**src/rtl/scoreboard_wb_arbiter.sv**
```systemverilog
// rtl/scoreboard_wb_arbiter.sv - write-result arbiter granting the register-file write port to one WAR-free FU per cycle
module scoreboard_wb_arbiter #(
    parameter int NUM_FUS     = 4,
    parameter int NUM_REGS    = 32,
    parameter int REG_BITS    = $clog2(NUM_REGS),
    parameter int FU_BITS     = $clog2(NUM_FUS),
    parameter int DATA_WIDTH  = 32,
    parameter int STALL_CNT_W = 16
) (
    input  logic                           clk,
    input  logic                           rst_n,
    input  logic [NUM_FUS-1:0]             fu_busy,
    input  logic [NUM_FUS-1:0]             fu_done_req,
    input  logic [NUM_FUS*REG_BITS-1:0]    fu_fi,
    input  logic [NUM_FUS*REG_BITS-1:0]    fu_fj,
    input  logic [NUM_FUS*REG_BITS-1:0]    fu_fk,
    input  logic [NUM_FUS-1:0]             fu_rj,
    input  logic [NUM_FUS-1:0]             fu_rk,
    input  logic [NUM_FUS*DATA_WIDTH-1:0]  fu_result,
    input  logic                           wb_ready,
    output logic                           wb_valid,
    output logic [REG_BITS-1:0]            wb_reg,
    output logic [DATA_WIDTH-1:0]          wb_data,
    output logic [FU_BITS-1:0]             wb_fu,
    output logic [NUM_FUS-1:0]             fu_grant,
    output logic                           war_stall,
    output logic [STALL_CNT_W-1:0]         war_stall_cnt
);

    logic [NUM_FUS-1:0]     war_block;
    logic [NUM_FUS-1:0]     eligible;
    logic [FU_BITS-1:0]     win;
    logic [FU_BITS-1:0]     idx;
    logic                   found;
    logic                   grant;

    logic                   wb_valid_q, wb_valid_d;
    logic [REG_BITS-1:0]    wb_reg_q, wb_reg_d;
    logic [DATA_WIDTH-1:0]  wb_data_q, wb_data_d;
    logic [FU_BITS-1:0]     wb_fu_q, wb_fu_d;
    logic [NUM_FUS-1:0]     grant_q, grant_d;
    logic [FU_BITS-1:0]     rr_ptr_q, rr_ptr_d;
    logic [STALL_CNT_W-1:0] cnt_q, cnt_d;

    // A pending read of our destination by another busy FU blocks the write; r0 is never blocked.
    always_comb begin
        war_block = '0;
        for (int f = 0; f < NUM_FUS; f++) begin
            for (int g = 0; g < NUM_FUS; g++) begin
                if (g != f && fu_busy[g] && fu_fi[f*REG_BITS +: REG_BITS] != '0 &&
                    ((fu_fj[g*REG_BITS +: REG_BITS] == fu_fi[f*REG_BITS +: REG_BITS] && fu_rj[g]) ||
                     (fu_fk[g*REG_BITS +: REG_BITS] == fu_fi[f*REG_BITS +: REG_BITS] && fu_rk[g]))) begin
                    war_block[f] = 1'b1;
                end
            end
        end
    end

    assign eligible = fu_done_req & fu_busy & ~war_block & ~grant_q;

    always_comb begin
        found = 1'b0;
        win   = '0;
        idx   = '0;
        for (int i = 0; i < NUM_FUS; i++) begin
            idx = FU_BITS'((int'(rr_ptr_q) + i) % NUM_FUS);
            if (!found && eligible[idx]) begin
                found = 1'b1;
                win   = idx;
            end
        end
    end

    assign grant     = found & wb_ready;
    assign war_stall = (|(fu_done_req & fu_busy & ~grant_q)) && !(|eligible) && wb_ready;

    always_comb begin
        wb_valid_d = 1'b0;
        grant_d    = '0;
        wb_reg_d   = wb_reg_q;
        wb_data_d  = wb_data_q;
        wb_fu_d    = wb_fu_q;
        rr_ptr_d   = rr_ptr_q;
        cnt_d      = cnt_q;
        if (grant) begin
            wb_valid_d = 1'b1;
            wb_reg_d   = fu_fi[win*REG_BITS +: REG_BITS];
            wb_data_d  = fu_result[win*DATA_WIDTH +: DATA_WIDTH];
            wb_fu_d    = win;
            grant_d    = {{(NUM_FUS-1){1'b0}}, 1'b1} << win;
            rr_ptr_d   = (win == FU_BITS'(NUM_FUS - 1)) ? '0 : win + 1'b1;
        end
        if (war_stall && cnt_q != '1) begin
            cnt_d = cnt_q + 1'b1;
        end
    end

    always_ff @(posedge clk) begin
        if (!rst_n) begin
            wb_valid_q <= 1'b0;
            wb_reg_q   <= '0;
            wb_data_q  <= '0;
            wb_fu_q    <= '0;
            grant_q    <= '0;
            rr_ptr_q   <= '0;
            cnt_q      <= '0;
        end else begin
            wb_valid_q <= wb_valid_d;
            wb_reg_q   <= wb_reg_d;
            wb_data_q  <= wb_data_d;
            wb_fu_q    <= wb_fu_d;
            grant_q    <= grant_d;
            rr_ptr_q   <= rr_ptr_d;
            cnt_q      <= cnt_d;
        end
    end

    assign wb_valid      = wb_valid_q;
    assign wb_reg        = wb_reg_q;
    assign wb_data       = wb_data_q;
    assign wb_fu         = wb_fu_q;
    assign fu_grant      = grant_q;
    assign war_stall_cnt = cnt_q;

endmodule

```
**config.mk**
```make
export PLATFORM = sky130hd
export DESIGN_NAME = scoreboard_wb_arbiter
export DESIGN_NICKNAME = d
export VERILOG_FILES = /design/src/rtl/scoreboard_wb_arbiter.sv
export SDC_FILE = /design/constraint.sdc
export NUM_CORES = 1
export LEC_CHECK = 0
export CELL_PAD_IN_SITES_DETAIL_PLACEMENT = 1
export CELL_PAD_IN_SITES_GLOBAL_PLACEMENT = 2
export CORE_ASPECT_RATIO = 0.6
export CORE_UTILIZATION = 20
export CTS_BUF_LIST = sky130_fd_sc_hd__clkbuf_16
export DETAILED_ROUTE_END_ITERATION = 10
export GPL_TIMING_DRIVEN = 0
export PLACE_DENSITY_LB_ADDON = 0.12
export SLEW_MARGIN = 10
export SYNTH_ARGS = -nofsm -noshare
export SYNTH_HDL_FRONTEND = slang
export SYNTH_SLANG_ARGS = --single-unit
```
**constraint.sdc**
```tcl
create_clock -name clk -period 2.35 [get_ports clk]
set_clock_uncertainty 0.2 [all_clocks]
set_input_delay 0.235 -clock clk [delete_from_list [all_inputs] [get_ports clk]]
set_output_delay 0.235 -clock clk [all_outputs]
set_load 0.01 [all_outputs]
```
==> qor.tcl <==
set qor(run_status) {finished with violations}
set qor(violated_checks) {setup timing}
set qor(dp_worst_setup_slack_ns) -1.41
set qor(drt-pass1-iter-count) 4
set qor(cp-start-kind) {input pin}
set qor(via_count) 6019
set qor(die-area_mm2) 0.0271
set qor(holdBufCountCts) 0
set qor(die-width_um) 212
set qor(maxClockFrequency_mhz) 367
set qor(max_ffs_per_register) 32
set qor(critPathMaxFanout) 8
set qor(area_of_combinational_cells_with_multiple_inputs_mm2) 0.00482
set qor(timing.critical_path.to_type) {register}
set qor(antenna_found_initial) 0
set qor(gr-total-overflow) 0
set qor(max_slew_margin_pct) 48.3
set qor(grt.met3_usage_pct) 4.61
set qor(gr-usage-met2_pct) 33.1
set qor(cts.sink_count) 62
set qor(r2r_end) {wb_data[31]$_SDFFE_PN0P_}
set qor(worst_slack_ns) -0.378
set qor(crit_arrival_ns) 2.74
set qor(gp_routability_congestion) 0.822
set qor(synth_fp_nets) 789
set qor(maxSlewViolCount) 0
set qor(setup.worst_path.class) {input pin to register}
set qor(globalRouteMet1Util_pct) 28.3
set qor(irDropWorstVdd_mv) 0.342
set qor(grt_use_total_pct) 20.6
set qor(ios) 268
set qor(cellPowerDensity_mw_per_mm2) 440
set qor(first_global_vias) 6557
set qor(grt_setup_unrepaired) {true}
set qor(crit_required_ns) 2.36
set qor(setup_viol) 61
set qor(clockRootBuffer) {clkbuf_16}
set qor(placementRows) 45
set qor(insertedDiodeCount) 0
set qor(num-nets-final) 1105
set qor(synth-seq-cells) 62
set qor(timing.final.hold_violations) 0
set qor(grt.busiest_layer) {met2}
set qor(clk_path_buf_depth) 2
set qor(worst_r2r_startpoint) {fu_grant[3]$_SDFF_PN0_}
set qor(cts.htree.levels) 3
set qor(area_growth_syn_to_layout_pct) 99.4
set qor(worst_r2r_path_depth) 11
set qor(port_buffer_cells) 247
set qor(wire_per_inst_um) 22.9
set qor(number_of_buffers_added_by_the_clock_tree_synthesis_step) 9
set qor(clk_pin_slew_ns) 0.05
set qor(grt_max_degree) 11
set qor(dr.first_iter.drc_count) 231
set qor(ys.warnings.count) 0
set qor(timing.final.crit_share_pct) 116
set qor(final_common_cell) {clkdlybuf4s50_1}
set qor(leakagePower_nw) 3.77
set qor(share_of_post_route_cells_with_drive_strength_above_1_pct) 35.4
set qor(critPathLaunch) {fu_fi[6]}
set qor(route.detailed.drc) 0
set qor(finalCriticalPeriod_ns) 2.73
set qor(yosysUniqueCellTypes) 54
set qor(core_region_area_mm2) 0.0256
set qor(cts_tree) {yes}
set qor(synth_area_mm2) 0.00529
set qor(finalWirelength_mm) 28.6
set qor(global_route_wire_length_before_repair_mm) 41.3
set qor(most-common-layout-cells) {196 x clkdlybuf4s50_1, 58 x dfxtp_1, 51 x xor2_1}
set qor(drtAntennaViolNets) 0
set qor(postSynthCellCount) 581
set qor(vias_cell) 4.81
set qor(hold_path.class) {input pin to register}
set qor(slack_of_the_worst_reg_to_reg_path_ns) -0.27
set qor(post_route_insts_no_fill) 1252
set qor(synth-seq-area-share_pct) 23.5
set qor(drv_cap) 0
set qor(timing.critical_path.to) {wb_data[31]$_SDFFE_PN0P_}
set qor(vertical_extent_of_the_die_um) 128
set qor(nFillCells) 2761
set qor(floorplan.initialDensity_pct) 20.7
set qor(seqCellArea_mm2) 0.00125
set qor(insertion_delay_ns) 0.33
set qor(dp_hpwl_mm) 21.3
set qor(synth.avg_cell_area_um2) 9.11
set qor(max_slew.worst_pin.slew_ns) 0.775
set qor(dp.cells) 1180
## cell families after synthesis
logic type,Yosys count,share of synthesized area (%)
flip-flops,62,23.5
adder cells (fa/ha/maj),1,0.236
multiplexers,78,14.8
AO/OA/AOI/OAI,87,15.4
buffers and inverters,57,7.80
XOR/XNOR,122,20.2
AND/OR/NAND/NOR,174,18.1
## stage by stage
step	cell area (um2)	utilization [%]	power, mW	TNS, ns	hold slack (ns)
3_3_place_gp	8440	32.9	2.82	-66.43	0.254
4_1_cts	10100	39.5	4.58	-18.16	0.0685
2_1_floorplan	5520	-	2.04	-6.00	0.184
3_5_place_dp	8440	32.9	2.86	-69.80	0.256
5_1_grt	10600	41.2	4.88	-20.29	0.0879
6_report	10600	41.2	4.64	-15.52	0.0840
## worst max-delay path, cell delays in order
cell and delay, ns:
buf_8 0.14, xor2_1 0.22, nor4_2 0.06, nand4_1 0.12, nand4_2 0.15, buf_6 0.15, o31ai_4 0.19, buf_4 0.16
a21oi_4 0.05, buf_6 0.14, or4_4 0.54, nand3_4 0.10, buf_12 0.15, buf_12 0.11, buf_12 0.11, o221ai_2 0.09
## how the worst min path moves through the flow
stage	start	to	slack [ns]	cells after the start
6_report	fu_fi[1]	wb_reg[1]$_SDFFE_PN0P_	0.08	3
5_1_grt	fu_fi[13]	wb_reg[3]$_SDFFE_PN0P_	0.09	3
4_1_cts	fu_fi[1]	wb_reg[1]$_SDFFE_PN0P_	0.07	3
3_5_place_dp	wb_fu[0]$_SDFFE_PN0P_	wb_fu[0]$_SDFFE_PN0P_	0.26	2
3_3_place_gp	wb_fu[1]$_SDFFE_PN0P_	wb_fu[1]$_SDFFE_PN0P_	0.25	2
2_1_floorplan	rst_n	war_stall_cnt[15]$_SDFFE_PN0P_	0.18	2
## metal layers
layer  wire length, um  share of wire [%]  up-vias
met5                 0                  0        -
met4               269               0.94        0
met3              1820                6.4       28
met2             13200                 46      207
met1             13300                 47     2987
li1                  -                  -     2797
## area by class of cell
type                    count  share of cell area (%)
plain buffers              47                    6.52
clock buffers               9                    2.13
clock inverters             5                   0.190
inverters                   7                   0.249
multi-input cells         462                    45.7
flip-flops and latches     62                    11.8
well taps                 352                    4.17
repair buffers            308                    29.2
## cells in the mapped netlist, drive strengths merged
master  number  area, um2
o22a         1       8.76
o221ai      37        449
o22ai        4       25.0
mux2i       78        781
a32oi        1       8.76
nor3         6       30.0
o31ai        5       51.3
ha           1       12.5
xnor2       56        490
o211a        2       20.0
nor4        19        125
xor2        66        578
nor2b        1       6.26
and4         1       11.3
a211oi       1       7.51
nand3       48        250
o21ai       11       62.6
nand2       26       97.6
a31oi        2       12.5
inv          7       26.3
or3          8       50.1
a21oi       12       71.3
or4          6       48.8
clkbuf       9       33.8
nor2        15       56.3
o21a         2       15.0
and3         4       25.0
o31a         3       28.8
nand3b       2       15.0
and2         4       25.0
buf         41        353
nand4       29        188
a21boi       1       7.51
a221oi       1       15.0
o311ai       1       8.76
o41ai        1       8.76
a21o         2       15.0
dfxtp       62       1240
nand2b       5       31.3
## what timing repair did
| item | in CTS | in global routing |
|---|---|---|
| resized for setup | 332 | 116 |
| setup buffers | 40 | 16 |
| pin swaps | 77 | 56 |
| endpoints found under the setup margin | 63 | 62 |
| cloned | 11 | 1 |
## report_power, final
part	total (mW)	internal [mW]	switching, mW
registers	1.20	1.14	0.0552
logic	2.28	1.28	0.999
clock network	1.17	0.685	0.482
Note: power is estimated with default switching activity, not from simulation.
==> RTL change, RTL diff (config.mk and constraints unchanged) <==
Register the output `war_stall_cnt` once more, cleared by the reset; this adds one clock of latency there. The other outputs are not delayed to match.
--- a/src/rtl/scoreboard_wb_arbiter.sv
+++ b/src/rtl/scoreboard_wb_arbiter.sv
@@ -122,3 +122,9 @@
     assign fu_grant      = grant_q;
-    assign war_stall_cnt = cnt_q;
+    always_ff @(posedge clk) begin
+        if (!rst_n) begin
+            war_stall_cnt <= '0;
+        end else begin
+            war_stall_cnt <= cnt_q;
+        end
+    end
 
Check against the original RTL: not equivalent (a bounded check fails within 4 cycles, from zero or initial values and one cycle with rst_n low).
==> RTL change against the unedited design <==
  * The flow still finishes with violations (setup timing)
  * Design area grew 3.0%
  * Register-to-register slack got worse by 0.14 ns
  * Global-route usage down 1.2 points
  * First-iteration DRC count decreased by 15%
  * Via count is 2.4% lower
  * Sequential share of layout area rose by 2.6 points
  * Worst setup slack worse by 0.071 ns
  * Total power is 10% higher
  * Area after synthesis grew 3.8%
  * Sequential cell count rose by 16
  * Count of clock-buffer cells in the layout is the same
  * Die area grew 3.8%
  * Routed wire length down 2.7%
  * Highest routed layer is now met5
==> RTL change: results (changes against the unedited design) <==
| Step | Metric | Value | Delta |
| --- | --- | --- | --- |
| placement | Worst slack at placement | -1.94 ns | -0.532 ns |
| routing | Mean number of vias per cell | 4.51 | -6.1% |
| yosys | Synth cell types | 50 | -7.4% |
| hold path | Launch point of the worst hold path | fu_fi[4] |  |
| hold path | Worst hold endpoint | wb_reg[4] |  |
| pwr | Peak ir drop on the vdd network | 0.000265 V | -22% |
| grt | Number of global-route vias before repair | 6580 | +0.35% |
| cts | CTS H-tree depth | 3 | unchanged |
| layout | Nets@finish | 1144 | +3.5% |
| flow run | Number of max-capacitance violations reported | 0 | unchanged |
| worst setup path | Capture point of the critical path | wb_reg[0] |  |
| yosys | Register area share after synthesis | 0.284 | +0.0497 |
| pwr | Leakage Power | 0.00407 uW | +8.2% |
| grt | Tot GR Track Use | 0.194 | -0.0119 |
| worst setup path | Internal reg-to-reg setup slack | -0.41 ns | -0.14 ns |
| routing | Drt initial violations | 197 | -15% |
| run status | Outcome | complete, but fails checks |  |
| yosys | Synthesis warning total | 0 | unchanged |
| worst setup path | FF-to-FF End | cnt_q[13] |  |
| yosys | Synth Net Count | 808 | +2.4% |
| sta | Post-route setup TNS | -20.06 ns | -4.54 ns |
| cts | Library cell used as clock root buffer | sky130_fd_sc_hd__clkbuf_16 |  |
| placement | Detailed Place HPWL | 21100 um | -0.76% |
| grt | Maximum number of pins on one net before global-route repair | 16 | +5 |
| sta | Setup-failing EPs final | 62 | +1.6% |
| yosys | Ranking of synthesized cells by area | sky130_fd_sc_hd__dfxtp_1 28%, sky130_fd_sc_hd__xnor2_1 16%, sky130_fd_sc_hd__mux2i_1 14% |  |
| worst setup path | Number of cell instances on the worst register-to-register path | 10 | -1 |
| sta | Worst slew margin | 0.543 | +0.0595 |
| routing | Wire length per cell | 21.4 um | -6.4% |
| worst setup path | Standard cell with the maximum stage delay on the critical path | sky130_fd_sc_hd__o32ai_4 |  |
| run status | Violated checks | setup timing |  |
| worst setup path | Origin of the critical flop-to-flop path | cnt_q[6] |  |
| sta | Min setup slack post-route | -0.448 ns | -0.0705 ns |
| worst setup path | Origin of the worst setup path | fu_fi[3] |  |
| grt | Initial antenna violation count | 3 | +3 |
| cts | Later-pin clock latency in the skew report | 0.36 ns | +0.03 ns |
| layout | Ratio of cells with drive above 1 in the final layout | 0.366 | +0.0111 |
| worst setup path | CP Data Arrival Time | 2.83 ns | +0.09 ns |
| yosys | Most frequent cells after synthesis | 98 x sky130_fd_sc_hd__xnor2_1, 78 x sky130_fd_sc_hd__dfxtp_1, 77 x sky130_fd_sc_hd__mux2i_1, 57 x sky130_fd_sc_hd__nand2_1, 33 x sky130_fd_sc_hd__nor2_1 |  |
| grt | Wire length of the first global-routing pass | 40200 um | -2.6% |
| cts | Buffer levels on the longest clock path | 2 | unchanged |
| placement | Routability Congestion | 0.840 | +2.1% |
| worst setup path | Highest cell delay on the worst timing path | 0.42 ns | -0.12 ns |
[RTL change: cell count changes after synthesis, moves of 5 or more]
cell,before,now
sky130_fd_sc_hd__a21oi_1,11,3
sky130_fd_sc_hd__nor3_1,6,24
sky130_fd_sc_hd__nor4_1,18,7
sky130_fd_sc_hd__xnor2_1,56,98
sky130_fd_sc_hd__nand2_1,26,57
sky130_fd_sc_hd__dfxtp_1,62,78
sky130_fd_sc_hd__nand3_1,46,7
sky130_fd_sc_hd__buf_6,16,7
sky130_fd_sc_hd__mux2_1,0,6
sky130_fd_sc_hd__and2_1,3,12
sky130_fd_sc_hd__mux2_2,0,6
sky130_fd_sc_hd__buf_2,12,17
sky130_fd_sc_hd__xor2_1,66,25
sky130_fd_sc_hd__nor2_1,15,33
[RTL change: where the power goes]
part / total, uW / internal, uW / leakage [uW] / switching (uW)
Sequential: 1470 / 1410 / 0.000638 / 58.7
Combinational: 2180 / 1250 / 0.00329 / 937
Clock: 1470 / 838 / 0.000147 / 631
Total: 5120 / 3500 / 0.00407 / 1630
[RTL change: routing by layer]
metal / share of wire / GRT usage
met5: 0.00093 / 0
met4: 0.011 / 0.0369
met3: 0.064 / 0.0634
met2: 0.47 / 0.324
met1: 0.45 / 0.247
[RTL change: cell families (layout without fill, tap and decap cells)]
family | count (synthesis) | in the layout | synth area share
AO/OA/AOI/OAI | 65 | 65 | 0.121
multiplexers | 89 | 89 | 0.165
XOR/XNOR | 123 | 123 | 0.196
buffers and inverters | 54 | 395 | 0.0585
adder cells (fa/ha/maj) | 1 | 1 | 0.00228
AND/OR/NAND/NOR | 190 | 190 | 0.173
flip-flops | 78 | 78 | 0.284
[RTL change: worst max-delay path: cells and delay by family]
family                    cells  cell delay [ns]
AOI/OAI and AO/OA             4             0.98
xor gates and xnor gates      1             0.16
buffers and inverters         5             0.88
muxes                         1             0.22
and+or+nand+nor               3             0.32
[RTL change: through the flow]
step	utilization	hold slack, ns	std cells	area (sq um)
finish	0.407	0.0777	1301	10900
global route	0.407	0.0793	1301	10900
CTS	0.391	0.0583	1286	10400
detailed placement	0.326	0.254	1207	8690
global placement	0.326	0.247	1207	8690
floorplan	-	0.178	600	5770
[RTL change: timing repair]
| item | CTS | global route |
|---|---|---|
| endpoints found under the setup margin | 63 | 63 |
| resized for setup | 332 | 78 |
| cloned | 5 | 2 |
| setup buffers | 61 | 16 |
| pin swaps | 69 | 21 |
[RTL change: final cells by class]
cell class | instances | area [sq um]
plain buffers | 42 | 564
clock buffers | 9 | 225
clock inverters | 7 | 81.3
fillers | 2927 | 15800
inverters | 11 | 41.3
multi-input cells | 468 | 4690
flip-flops and latches | 78 | 1570
well taps | 360 | 450
repair buffers | 326 | 3240
